--- src/rtl/bist_fail_log.sv ---
// ---------------------------------------------------------------------------
// bist_fail_log
//   Captures memory-BIST compare failures into a small FIFO. Every mismatch is
//   counted, and the log holds the address, pattern code, expected data and the
//   syndrome (expected XOR actual) so that failures can be read out in order.
//
// Ports
//   clk, rst        clock (posedge), asynchronous active-high reset
//   clr             synchronous clear of log, fail counter and overflow flag
//   cmp_valid       compare strobe; cmp_addr/cmp_check/cmp_dout/cmp_pattern valid
//   rd_ready        consumer accepts the entry shown on rd_*
//   rd_valid        log is not empty; rd_* shows the oldest entry
//   rd_addr/rd_pattern/rd_expected/rd_syndrome   oldest logged failure
//   count           number of entries held, full when count == DEPTH
//   fail_cnt        saturating count of all mismatches seen
//   overflow        sticky: a failure was dropped because the log was full
//
// Build option
//   BIST_FAIL_LOG_DEDUP_EN  when defined, a mismatch at the same address as the
//                           most recently logged entry is counted but not logged.
// ---------------------------------------------------------------------------
module bist_fail_log #(
  parameter int ADDR_WIDTH    = 6,
  parameter int DATA_WIDTH    = 8,
  parameter int PATTERN_WIDTH = 3,
  parameter int DEPTH         = 4
) (
  input  logic                       clk,
  input  logic                       rst,
  input  logic                       clr,
  input  logic                       cmp_valid,
  input  logic [ADDR_WIDTH-1:0]      cmp_addr,
  input  logic [DATA_WIDTH-1:0]      cmp_check,
  input  logic [DATA_WIDTH-1:0]      cmp_dout,
  input  logic [PATTERN_WIDTH-1:0]   cmp_pattern,
  input  logic                       rd_ready,
  output logic                       rd_valid,
  output logic [ADDR_WIDTH-1:0]      rd_addr,
  output logic [PATTERN_WIDTH-1:0]   rd_pattern,
  output logic [DATA_WIDTH-1:0]      rd_expected,
  output logic [DATA_WIDTH-1:0]      rd_syndrome,
  output logic [$clog2(DEPTH):0]     count,
  output logic                       full,
  output logic [15:0]                fail_cnt,
  output logic                       overflow
);

  localparam int PTR_W   = $clog2(DEPTH);
  localparam int CNT_W   = PTR_W + 1;
  localparam int ENTRY_W = ADDR_WIDTH + PATTERN_WIDTH + 2 * DATA_WIDTH;

  // Log storage; no reset needed because occupancy is tracked by count_reg.
  logic [ENTRY_W-1:0] mem [DEPTH];

  logic [PTR_W-1:0] rd_ptr_reg;
  logic [PTR_W-1:0] wr_ptr_reg;
  logic [CNT_W-1:0] count_reg;
  logic [15:0]      fail_cnt_reg;
  logic             overflow_reg;

  logic mismatch;
  logic dup;
  logic offer;
  logic pop;
  logic push;
  logic drop;

`ifdef BIST_FAIL_LOG_DEDUP_EN
  logic [ADDR_WIDTH-1:0] last_addr_reg;
  logic                  last_valid_reg;
`endif

  always_comb begin
    mismatch = cmp_valid && (cmp_dout != cmp_check);
`ifdef BIST_FAIL_LOG_DEDUP_EN
    dup = last_valid_reg && (cmp_addr == last_addr_reg);
`else
    dup = 1'b0;
`endif
    offer = mismatch && !dup;
    pop   = rd_valid && rd_ready;
    // A pop in the same cycle frees a slot, so a full log still accepts.
    push  = offer && (!full || pop);
    drop  = offer && full && !pop;
  end

  always_ff @(posedge clk or posedge rst) begin
    if (rst) begin
      rd_ptr_reg   <= '0;
      wr_ptr_reg   <= '0;
      count_reg    <= '0;
      fail_cnt_reg <= '0;
      overflow_reg <= 1'b0;
    end else if (clr) begin
      rd_ptr_reg   <= '0;
      wr_ptr_reg   <= '0;
      count_reg    <= '0;
      fail_cnt_reg <= '0;
      overflow_reg <= 1'b0;
    end else begin
      if (push) wr_ptr_reg <= wr_ptr_reg + PTR_W'(1);
      if (pop)  rd_ptr_reg <= rd_ptr_reg + PTR_W'(1);
      if (push && !pop)      count_reg <= count_reg + CNT_W'(1);
      else if (pop && !push) count_reg <= count_reg - CNT_W'(1);
      if (drop) overflow_reg <= 1'b1;
      if (mismatch && (fail_cnt_reg != 16'hFFFF)) fail_cnt_reg <= fail_cnt_reg + 16'd1;
    end
  end

`ifdef BIST_FAIL_LOG_DEDUP_EN
  // Address of the last entry actually written into the log.
  always_ff @(posedge clk or posedge rst) begin
    if (rst) begin
      last_addr_reg  <= '0;
      last_valid_reg <= 1'b0;
    end else if (clr) begin
      last_addr_reg  <= '0;
      last_valid_reg <= 1'b0;
    end else if (push) begin
      last_addr_reg  <= cmp_addr;
      last_valid_reg <= 1'b1;
    end
  end
`endif

  always_ff @(posedge clk) begin
    if (push && !clr) begin
      mem[wr_ptr_reg] <= {cmp_addr, cmp_pattern, cmp_check, cmp_check ^ cmp_dout};
    end
  end

  assign {rd_addr, rd_pattern, rd_expected, rd_syndrome} = mem[rd_ptr_reg];
  assign rd_valid = (count_reg != '0);
  assign count    = count_reg;
  assign full     = (count_reg == CNT_W'(DEPTH));
  assign fail_cnt = fail_cnt_reg;
  assign overflow = overflow_reg;

endmodule
--- config.mk ---
export PLATFORM = sky130hd
export DESIGN_NAME = bist_fail_log
export DESIGN_NICKNAME = d
export VERILOG_FILES = /design/src/rtl/bist_fail_log.sv
export SDC_FILE = /design/constraint.sdc
export NUM_CORES = 1
export LEC_CHECK = 0
export CELL_PAD_IN_SITES_DETAIL_PLACEMENT = 0
export CELL_PAD_IN_SITES_GLOBAL_PLACEMENT = 2
export CORE_MARGIN = 10
export CORE_UTILIZATION = 46
export CTS_CLUSTER_DIAMETER = 30
export CTS_CLUSTER_SIZE = 28
export DETAILED_ROUTE_END_ITERATION = 7
export DONT_BUFFER_PORTS = 1
export GPL_TIMING_DRIVEN = 0
export PLACE_DENSITY_LB_ADDON = 0.1
export SETUP_SLACK_MARGIN = 0.3
export SLEW_MARGIN = 20
export SYNTH_ARGS = -nofsm -noshare
export SYNTH_HDL_FRONTEND = slang
export SYNTH_SLANG_ARGS = --single-unit
--- constraint.sdc ---
create_clock -name clk -period 2.7 [get_ports clk]
set_input_delay 0.27 -clock clk [delete_from_list [all_inputs] [get_ports clk]]
set_output_delay 0.27 -clock clk [all_outputs]
set_load 0.02 [all_outputs]
== Word-level counts from Yosys, hierarchy flattened ==
Memories as Yosys holds them, arrays and structs flattened.
Cells that the tools add are included.

* Magnitude comparators: 0
* Div/mod/pow operators: 0
* Add/sub/neg operators: 5
* Equal/unequal tests: 3
* Multipliers: 0
* Multiplexer cells: 13
* Reduce and logical (&&, ||, !) cells: 20
* Bitwise gates (word level): 1
* Shift operators: 0

{| class="wikitable"
|+ Operator list
! cell !! number
|-
| 2-to-1 mux 16 bit || 2
|-
| adder 16 x 1 -> 16 bit, second input constant || 1
|-
| != test 16 bit, second input constant || 1
|-
| logical AND 1 bit || 9
|-
| 2-to-1 mux 3 bit || 3
|-
| 2-to-1 mux 2 bit || 4
|-
| != test 8 bit || 1
|-
| nonzero test 2 bit || 4
|-
| bitwise XOR 8 bit || 1
|-
| nonzero test 3 bit || 2
|-
| adder 2 x 1 -> 2 bit, second input constant || 2
|-
| logical NOT 1 bit || 4
|-
| 2-to-1 mux 1 bit || 4
|-
| adder 3 x 1 -> 3 bit, second input constant || 1
|-
| equality test 3 bit, second input constant || 1
|-
| subtractor 3 x 1 -> 3 bit, second input constant || 1
|-
| logical OR 1 bit || 1
|}

* Bits in registers: 24
* Word-level logic and storage cells: 48
* Memories kept: 1
* RAM bits: 100
* Latch bits: 0
* Input port bits: 30
* ROM bits: 0

{| class="wikitable"
|+ Memory list
! memory !! words !! bits a word !! rd ports !! clocked after memory_dff !! wr ports !! RTL line !! source
|-
| mem || 4 || 25 || 1 || 0 || 1 || 53 || <nowiki>logic [ENTRY_W-1:0] mem [DEPTH];</nowiki>
|}

== Longest topological paths before layout ==
* Word-level depth: 9
* Depth in mapped cells: 10
* Mapped depth without buffers: 8

== Worst setup path after synthesis ==
OpenSTA, ideal clock, no wires.

* Path kind: input -> register
* From: input port cmp_dout[3]
* To: register count_reg[2] (netlist: count[2])
* Setup time: 0.128 ns
* Required time: 2.572 ns
* Path buffers: 2
* Arrival time: 2.400 ns
* Stages: 10
* Path slack: 0.173 ns
* Cells stage by stage: xor2_1 nor4_1 a21bo_2 buf_4 buf_4 nor3_1 fa_1 and3_1 mux2i_1 mux2_1

* Longest elaborated chain between the ends: 6

{| class="wikitable"
|+ Ends and longest elaborated chain
! item !! RTL line !! source
|-
| from (decl) || 34 || <nowiki>input logic [DATA_WIDTH-1:0] cmp_dout,</nowiki>
|-
| != test 8 bit * || 74 || <nowiki>mismatch = cmp_valid && (cmp_dout != cmp_check);</nowiki>
|-
| logical AND 1 bit * || 74 ||
|-
| logical AND 1 bit * || 83 || <nowiki>push = offer && (!full || pop);</nowiki>
|-
| logical AND 1 bit / logical NOT 1 bit (equally long branches) || 103, 104 ||
|-
| 2-to-1 mux 3 bit / logical AND 1 bit (equally long branches) || 103, 104 ||
|-
| 2-to-1 mux 3 bit / nonzero test 3 bit (equally long branches) || n/a ||
|-
| to (signal assigned) || 103 || <nowiki>if (push && !pop) count_reg <= count_reg + CNT_W'(1);</nowiki>
|-
| to (signal assigned) || 104 || <nowiki>else if (pop && !push) count_reg <= count_reg - CNT_W'(1);</nowiki>
|-
| to (decl) || 57 || <nowiki>logic [CNT_W-1:0] count_reg;</nowiki>
|}

Every way passes the cells marked *; elsewhere a longest branch is shown, timed or not.
A chain may end at the register's enable or synchronous reset.

== Worst setup path in the final report ==
* From: register count_reg[1] (netlist: count[1])
* To: register count_reg[2] (netlist: count[2])

* Longest elaborated chain between the ends: 7

{| class="wikitable"
|+ Ends and longest elaborated chain
! item !! RTL line !! source
|-
| nonzero test 3 bit * || 133 || <nowiki>assign rd_valid = (count_reg != '0);</nowiki>
|-
| named net rd_valid || 37 || <nowiki>output logic rd_valid,</nowiki>
|-
| logical AND 1 bit * || 81 || <nowiki>pop = rd_valid && rd_ready;</nowiki>
|-
| logical OR 1 bit || 83 ||
|-
| logical AND 1 bit || 83 ||
|-
| logical AND 1 bit / logical NOT 1 bit (equally long branches) || 103, 104 ||
|-
| 2-to-1 mux 3 bit / logical AND 1 bit (equally long branches) || 103, 104 ||
|-
| 2-to-1 mux 3 bit / nonzero test 3 bit (equally long branches) || n/a ||
|}

The timed path passes the listed nets; every way through them passes the cells marked *. The select of a mux whose other input is x is not followed.

==> summary.md <==
| Metric | Value |
|---|---|
| Setup TNS | `0 ns` |
| Data arrival, critical path | `2.73 ns` |
| Post-Syn Instances | `slightly below 300` |
| Num rows | `38` |
| Most common cell after layout, fill and taps aside | `edfxtp_1` |
| Placed Cells | `around 440` |
| Vias per std cell | `roughly 5.6` |
| Final setup fails | `0` |
| Beginning of the worst hold path | `rd_ready` |
| Critical path fanouts, max | `5` |
| GP Congestion | `slightly above 0.7` |
| Netlist cell types | `36` |
| Synthesis Warnings | `0` |
| First-pass GRT wire length | `16260 um` |
| Number of DRC markers in iteration 0 | `between 150 and 200` |
| Synth top area share | `58.45%` |
| PwrDens | `886.9 mW/mm^2` |
| DP Wirelength | `6743 um` |
| Max_cap viols | `0` |
| Hold Path End | `overflow` |
| Largest net degree at the start of global routing | `26` |
| Most frequent cells in the layout | `edfxtp_1 (100), mux4_2 (25), dfrtp_1 (20)` |
| Die ar. | `0.01580 mm^2` |
| Ys flop type | `edfxtp_1` |
| Post-CTS Setup Repair Bufs | `0` |
| Die width | `125.7 um` |
| CTS sink cnt | `124` |
| Area leader, netlist | `edfxtp_1` |
| Final #Nets | `372` |
| Req. time, crit path | `3.09 ns` |
| Total CTS buffers | `17` |
| Relative slew slack | `53.51%` |
| WHS Path Cells | `3` |
| Worst Clk Skew | `0.008298 ns` |
| Final-report hold violation count | `0` |
| Final WL | `10370 um` |
| Startpoint Class | `register` |
| Layout overhead on the synthesized area | `19.80%` |
| Hold crit path type | `input port to register` |
| Root Driver | `clkbuf_8` |
| Setup crit end kind | `register` |
| Crit Path Class | `register to register` |
| Remaining Overflow, GRT | `0` |
| 1st-pass router iterations | `4` |
| # DRC | `0` |
| Final ANT Viol Nets | `0` |
| Cell area after placement | `0.005345 mm^2` |
| Maximum vdd drop | `around 0.00038 V` |
| WL per Instance | `21.20 um` |
| Worst-path clk slew | `0.06 ns` |
| Finished Layout Cells | `489` |
| H-tree Lvls | `4` |
| Ant. Diodes | `0` |
| Static Leak | `0.002068 uW` |
| Flops & latches, synth | `~120` |
| Netlist Area Pre-Place | `0.005137 mm^2` |
| Max reg flops | `100` |
| Fin util | `56.53%` |
| Mapped Avg Cell Area | `roughly 17 um^2` |
| Sequential area share after synthesis | `between 70% and 80%` |
| Worst reg2reg path depth | `8` |
| Post-route clock period utilization | `86.57%` |
| Share of cells above drive strength 1 | `24.64%` |
| Clock Latency Late Sink | `0.51 ns` |
| Initial antenna violation count | `0` |
| Final Critical Period | `2.337 ns` |
| Core region area | `0.01089 mm^2` |
| Worst R2R Setup Slack | `0.36 ns` |
| Die height | `around 130 um` |
| Fin area | `0.006155 mm^2` |
| Max Slew Vio Count | `0` |
| Worst r2r src | `count[1]` |
| Setup crit start | `count[1]` |
| Routed vias | `2746` |
| CTS Buffer Depth | `2` |
| Largest cells by area after synthesis | `edfxtp_1 (58%), dfrtp_1 (12%), mux4_2 (11%)` |
| Fill cells | `roughly 830` |
| CTS tree | `done` |
| Tot GR Track Use | `a little over an eighth` |
| Post-Place Setup Slack | `-0.1979 ns` |
| Post-synth EDFFs | `100` |
| Status | `completed` |
| Num ports | `77` |
| Ys async rst share | `19.35%` |
| Vias in the first global route | `around 2900` |
| Final worst slack | `between 0.3 and 0.4 ns` |
| Actual slew at the worst max-slew pin | `0.6974 ns` |
| Fmax achieved | `427.8 MHz` |
| R2R Path End | `count[2]` |
| Net Count, Synth | `334` |
| Unrepaired setup endpoints after global routing | `true` |
| Port Buffers | `0` |
| Starting Density | `around 47%` |
[cells by family after synthesis]
logic type	count (synthesis)	share of synthesized area, %
muxes	32	12.42
xor gates and xnor gates	11	1.875
and+or+nand+nor	68	7.672
AOI/OAI and AO/OA	35	4.238
buffers and inverters	22	2.046
DFF	124	70.14
adders and majority gates	6	1.607
[area by class of cell]
class	count	area [um^2]	area share [%]
Clock inverter	14	146.4	2.379
Buffer	15	111.4	1.809
Timing Repair Buffer	19	190.2	3.090
Clock buffer	18	417.9	6.790
Inverter	7	26.28	0.4269
Tap cell	140	175.2	2.846
Sequential cell	124	3608	58.63
Multi-Input combinational cell	152	1479	24.03
[timing repair]
action	CTS	global route
gates resized for setup	11	7
setup endpoints to repair	20	28
endpoints found under the hold margin	93	0
hold buffers	19	0
pin swaps	3	3
[critical path, cell delays in order (launching register included)]
cell and delay (ns):
dfrtp_2 0.48, or3_4 0.46, and2_1 0.19, clkbuf_8 0.16, nor3_4 0.16, fa_2 0.22
and3_1 0.15, mux2i_1 0.07, mux2_1 0.33
[how the worst max path moves through the flow]
| stage | to | slack, ns | cells past startpoint |
|---|---|---|---|
| final | count[2] | 0.36 | 8 |
| after global routing | count[2] | 0.26 | 8 |
| after CTS | count[2] | 0.30 | 8 |
| after detailed placement | count[2] | -0.20 | 10 |
| after global placement | mem[1][22] | -0.47 | 6 |
| after floorplan | count[2] | 0.32 | 10 |
[layer usage]
metal / part of all wire, % / track usage, % / vias to the layer above
li1: - / - / 1270
met1: 41 / 15.37 / 1378
met2: 52 / 21.82 / 87
met3: 6.3 / 4.782 / 11
met4: 1.0 / 4.675 / 0
met5: 0 / 0 / -
[through the flow]
stage	hold slack, ns	power [uW]
after floorplan	0.2846	3130
after global placement	0.3691	3325
after detailed placement	0.3691	3331
after CTS	0.03018	5519
after global routing	0.01654	5698
final	0.02569	5459
[Yosys cell counts (5+ instances only)]
library cell    n
nor2_1         12
o31ai_1        11
or4_1          12
ha_1            5
xor2_1          9
nand2_1         6
nand3_1         8
mux4_2         25
and2_1          6
inv_1           7
clkbuf_1        8
edfxtp_1      100
and3_1          5
dfrtp_1        24
a21oi_1        17
[power breakdown]
| group | leakage [uW] | switching [uW] | internal (uW) |
|---|---|---|---|
| clock network | 0.000271 | 807 | 1310 |
| registers | 0.00123 | 80.9 | 2200 |
| logic | 0.000566 | 627 | 436 |
| total | 0.00207 | 1520 | 3940 |
Note: power is estimated with default switching activity, not from simulation.
